--- config.mk ---
export PLATFORM = sky130hd
export DESIGN_NAME = mux16_rr_arbiter
export DESIGN_NICKNAME = d
export VERILOG_FILES = /design/src/rtl/mux16_rr_arbiter.sv
export SDC_FILE = /design/constraint.sdc
export NUM_CORES = 1
export LEC_CHECK = 0
export CORE_ASPECT_RATIO = 0.8
export CORE_MARGIN = 2
export CORE_UTILIZATION = 58
export DETAILED_ROUTE_END_ITERATION = 16
export PLACE_DENSITY = 0.81
export SKIP_LAST_GASP = 1
export SYNTH_ARGS = -nofsm -noshare
export SYNTH_HDL_FRONTEND = slang
export SYNTH_SLANG_ARGS = --single-unit
export TNS_END_PERCENT = 10
--- constraint.sdc ---
create_clock -name clk -period 4.95 [get_ports clk]
set_input_delay 0.7425 -clock clk [delete_from_list [all_inputs] [get_ports clk]]
set_output_delay 0.7425 -clock clk [all_outputs]
set_load 0.03 [all_outputs]
--- src/rtl/mux16_rr_arbiter.sv ---
// Round-robin arbiter owning the select of a 16:1 bit mux.
// One owner at a time; grants end on done, request withdrawal or hold timeout.
//
// state | meaning
// IDLE  | no owner; arbitrate from ptr upward with wrap
// GRANT | sel/gnt owned, hold counter running
// GAP   | one dead cycle after release so the mux output can settle
module mux16_rr_arbiter #(
    parameter int TIMEOUT = 255,
    parameter int TW      = 8
) (
    input  logic        clk,
    input  logic        rst,
    input  logic [15:0] req,
    input  logic        done,
    output logic [3:0]  sel,
    output logic [15:0] gnt,
    output logic        valid,
    output logic        tout
);

    typedef enum logic [1:0] {IDLE, GRANT, GAP} state_t;

    localparam logic [TW-1:0] CNT_LAST = TW'(TIMEOUT - 1);

    state_t        state;
    logic [TW-1:0] cnt;
    logic [3:0]    ptr;
    logic [3:0]    winner;
    logic [3:0]    idx;
    logic          found;

    // First set request at or above ptr, wrapping through 15 back to 0.
    always_comb begin
        winner = ptr;
        found  = 1'b0;
        idx    = 4'd0;
        for (int i = 0; i < 16; i++) begin
            idx = ptr + 4'(i);
            if (!found && req[idx]) begin
                winner = idx;
                found  = 1'b1;
            end
        end
    end

    always_ff @(posedge clk or posedge rst) begin
        if (rst) begin
            state <= IDLE;
            sel   <= 4'd0;
            gnt   <= 16'd0;
            valid <= 1'b0;
            tout  <= 1'b0;
            cnt   <= '0;
            ptr   <= 4'd0;
        end else begin
            tout <= 1'b0;
            case (state)
                IDLE: begin
                    if (found) begin
                        sel   <= winner;
                        gnt   <= 16'(1) << winner;
                        valid <= 1'b1;
                        cnt   <= '0;
                        state <= GRANT;
                    end
                end
                GRANT: begin
                    // done/withdrawal win over a coinciding timeout, so tout stays low then.
                    if (done || !req[sel] || cnt == CNT_LAST) begin
                        gnt   <= 16'd0;
                        valid <= 1'b0;
                        ptr   <= sel + 4'd1;
                        state <= GAP;
                        tout  <= !done && req[sel];
                    end else begin
                        cnt <= cnt + 1'b1;
                    end
                end
                GAP: state <= IDLE;
                default: state <= IDLE;
            endcase
        end
    end

endmodule

# ---- After elaboration in Yosys (flattened, before gate mapping)
# Index checks and enable logic that the tools add are counted.
dict set report totals {
  regBits 36
  latchBits 0
  mem_bits_rw 0
  rom_bits 0
  input_bits 19
  output_inout_bits 22
  wordCells 168
  memories 0
}
dict set report op_classes {
  addsub 17
  multipliers 0
  div 0
  magnitude_cmp 17
  eq_ne 5
  shift 1
  mux 79
  bitwise 0
  reduce_logical 42
}
# cell n
set op_table {}
lappend op_table {{$lt A4 B5 Y1 const B} 17}
lappend op_table {{$bmux W1 S4} 17}
lappend op_table {{$mux W4} 15}
lappend op_table {{$mux W1} 37}
lappend op_table {{$add A4 B4 Y4 const B} 8}
lappend op_table {{$mux W16} 2}
lappend op_table {{$pmux W16 S2} 1}
lappend op_table {{$logic_not A1 Y1} 17}
lappend op_table {{$add A4 B3 Y4 const B} 4}
lappend op_table {{$logic_and A1 B1 Y1} 16}
lappend op_table {{$mux W8} 2}
lappend op_table {{$pmux W8 S2} 1}
lappend op_table {{$shl A1 B4 Y16 const A} 1}
lappend op_table {{$add A4 B1 Y4 const B} 2}
lappend op_table {{$add A4 B2 Y4 const B} 2}
lappend op_table {{$add A8 B1 Y8 const B} 1}
lappend op_table {{$eq A8 B8 Y1 const B} 1}
lappend op_table {{$ne A2 B2 Y1 const B} 3}
lappend op_table {{$reduce_and A2 Y1} 3}
lappend op_table {{$reduce_and A3 Y1} 2}
lappend op_table {{$mux W2} 2}
lappend op_table {{$pmux W2 S2} 1}
lappend op_table {{$eq A2 B1 Y1 const B} 1}
lappend op_table {{$logic_not A2 Y1} 1}
lappend op_table {{3 further kinds} 4}

# ---- Depth between registers and ports, before layout
dict set report depth {
  depth_word 51
  mapped_depth 19
  mapped_depth_nobuf 13
}

# ---- Worst setup path after synthesis
# Ideal clock, no wire load.
dict set report synth_timing {
  path_type {flip-flop to flip-flop}
  startpoint {register ptr[1]}
  endpoint {register gnt[12]}
  setup_time_ps 122
  arrival_time_ps 4342
  required_ps 4828
  setup_slack_ps 486
  stages_incl_launch_ff 17
  path_buffers 3
  synth_period_minus_slack_ps 4464
  path_cell_list {dfrtp_1 -> buf_4 -> clkbuf_1 -> inv_1 -> ha_1 -> buf_1 -> mux4_2 -> mux2_2 -> mux2i_2 -> nand2_2 -> nor4_4 -> nand4_1 -> or4_1 -> o21ai_2 -> nor2_2 -> and2_4 -> a32o_1}
}
dict set report synth_via {
  elab_chain_len 51
  word_cells_on_any_way 113
  cone_classes {add/sub: 15; eq/ne: 1; shift: 1; mux: 65; reduce/logical: 31}
}
# element line
set synth_rtl {}
lappend synth_rtl {{start, declared} 28} ;# logic [3:0] ptr;
lappend synth_rtl {{start signal, assigned} 73} ;# ptr <= sel + 4'd1;
lappend synth_rtl {{parallel branches: the longest is 51 deep, another holds $add A4 B1 Y4} --}
lappend synth_rtl {{end signal, assigned} 62} ;# gnt <= 16'(1) << winner;
lappend synth_rtl {{end, declared} 17} ;# output logic [15:0] gnt,
# Parallel ways; which one is timed is not known. The select of a mux whose other input is x is not followed.
# A chain may end at the register's enable or synchronous reset.

# ---- Worst setup path after layout
dict set report layout_timing {
  startpoint {register ptr[0]}
  endpoint {register gnt[10]}
}
# The elaborated chain is that of the path after synthesis.

==> reports/results.ini <==
[yosys]
synth-seq-area-share_pct=22.9
synth_seq_cells=36
synth_nets=441
syn_inst=411
synth.avg_cell_area_um2=9.58
synth_area_leader_cell=dfrtp_1
synth_edf_count=0
yosys_most_used_dff=dfrtp_1
yosys.area.top_type_share_pct=22.9
synth_cell_types=76
yosysWarnings=0
synth_area_um2=3940
ys_top_cells_by_area=dfrtp_1 (23%), mux4_2 (17%), mux2i_1 (5.6%), a32o_1 (4.1%), nand2_1 (3.8%)
async_flop_share_pct=100

[worst_setup_path]
reg2reg_slack_ns=0.46
required_ns=5.17
critical_path.slowest_cell=ha_1
reg2reg_depth=13
cp_top_family=simple AND/OR/NAND/NOR gates
critPathCaptureType=flip-flop
arrival_ns=4.72
slowest_delay_ns=0.81
r2r_start=ptr[0]$_DFFE_PP0P_
cp_cell_sequence=inv_1 -> ha_1 -> mux4_2 -> mux2i_1 -> mux2_4 -> nand2_2 -> nor4_4 -> nand4_1 -> or3b_1 -> o211ai_2 -> xnor2_1 -> nor2b_1 -> a32o_1
critPathKind=reg2reg
critPathBufInv=1
critPathLaunchType=flip-flop
cp_max_fo=17
r2r_end=gnt[10]$_DFFE_PP0P_

[sta]
report.final.slew_viol_count=0
post-route-min-period_ns=4.49
setup_ws_ns=0.456
rsz0062_at_grt=false
setup_tns_ns=0
slew_headroom_pct=34.2
fin_skew_ns=0.00453
hold_violations=0
worst_pin_slew_ns=0.987
fmax_ghz=0.223
finalSetupViolCount=0
post-route-period-util_pct=90.8

[detailed_routing]
drt_iter0_markers=370
wirelength_um=11600
via_per_inst=7.07
wl_per_cell_um=21.5
dr.pass1.iters=5
final_antenna_net_count=0
drc=0
vias=3797

[clock_network]
clk_pin_slew_worst_paths_ns=0.08
h-tree-depth=2
cts_tree=done
post_cts_buffers=0
ctsLongestPathBuffers=2
cts_root_buffer=clkbuf_8
cts_sinks=36
worstSkewPairLatency_ns=0.29
cts_buffers=5

[grt]
grt_pass1_wl_um=18500
use_met2_pct=46.5
antenna_found_initial=0
use_met3_pct=6.12
track_usage_pct=32.3
use_met1_pct=51.2
gr-total-overflow=0
grt_pass1_vias=3560
top_usage_layer=met1
grt_max_degree=37

[place]
dp.cells=529
routabilityCongestion=1.04
dp.final_hpwl_um=8760
post-place-ws_ns=0.385
portBuffers=40

[floorplanning]
dieArea_um2=7470
io_pins=41
core_area_um2=6470
num_rows=26
die_w_um=96.1
start_util_pct=60.8
die_y_um=77.7

[finish]
num-nets-final=482
drive_gt1_share_pct=19.2
syn_to_final_growth_pct=15.5
multi_input_area_um2=2870
fin_cells=537
antennaDiodeCount=0
regArea_um2=901
fill_cells=496
layout_common_cells=nand2_1 (40), clkdlybuf4s50_1 (40), dfrtp_1 (36), nor2_1 (34), mux4_2 (29)

[outcome]
outcome=finished, final reports clean

[hold_path]
min_path_type=reg2reg
hold_path_depth=1
hp-start=gnt[2]$_DFFE_PP0P_
holdPathEnd=gnt[2]$_DFFE_PP0P_

[flow_run]
drv_cap=0

[synthesized netlist by cell type, types with 3 or more instances]
cell,count
a21o_1,5
a21oi_1,28
a31oi_1,3
a32o_1,16
and2_1,5
and3_1,3
buf_2,9
clkbuf_1,8
dfrtp_1,36
ha_1,11
inv_1,8
mux2_2,12
mux2_4,3
mux2i_1,22
mux4_2,29
nand2_1,40
nand2b_1,5
nand3_1,15
nand4_1,5
nor2_1,35
nor2b_1,8
nor3_1,5
nor4_1,3
o211ai_1,3
o21ai_0,10
o22a_1,3
o22ai_1,4
xnor2_1,10
xor2_1,8
[registers in the layout (all words and copies together) (netlist names)]
register / cells
gnt: 16
cnt: 8
ptr: 4
sel: 4
state: 2
tout: 1
valid: 1
[stage by stage]
step | util (%) | hold WS (ns) | instance area, um2
floorplan | - | 0.503 | 3940
global placement | 68.6 | 0.467 | 4440
detailed placement | 68.6 | 0.485 | 4440
CTS | 70.2 | 0.500 | 4550
global route | 70.3 | 0.518 | 4550
finish | 70.3 | 0.496 | 4550
[how the worst max path moves through the flow]
stage	from	endpoint	slack, ns	cells past startpoint
detailed placement	req[6]	gnt[14]$_DFFE_PP0P_	0.38	9
global placement	req[12]	gnt[3]$_DFFE_PP0P_	0.46	11
CTS	ptr[0]$_DFFE_PP0P_	gnt[14]$_DFFE_PP0P_	0.45	12
finish	ptr[0]$_DFFE_PP0P_	gnt[10]$_DFFE_PP0P_	0.46	13
floorplan	ptr[1]$_DFFE_PP0P_	gnt[12]$_DFFE_PP0P_	0.49	16
global route	ptr[0]$_DFFE_PP0P_	gnt[2]$_DFFE_PP0P_	0.12	14
[cell type report]
cell class	instances	area share, %
timing repair buffer	56	11.4
inverter	11	0.908
tap	84	2.31
clock buffer	6	1.60
multi-input combinational	342	63.2
sequential	36	19.8
clock inverter	2	0.770
[metal layers]
layer	part of all wire, %	wire length, um
met5	0	0
met1	43	4950
met2	44	5130
met3	12	1330
met4	1.2	144
[repair_timing]
action,CTS,global route
hold buffers,0,0
endpoints found under the setup margin,0,16
gates resized for setup,0,1
[cells by family (layout without fill, tap and decap cells)]
logic type	Yosys count	in the layout	synth area share, %
mux	69	69	28.1
xor+xnor	19	19	4.42
compound gates	99	99	18.4
simple gates	144	144	18.5
buf+inv	33	75	4.20
fa+ha+maj	11	11	3.50
flops	36	36	22.9
Power is not shown: default switching activity piles up to over one toggle a cycle in this logic, so the estimate is an artifact.
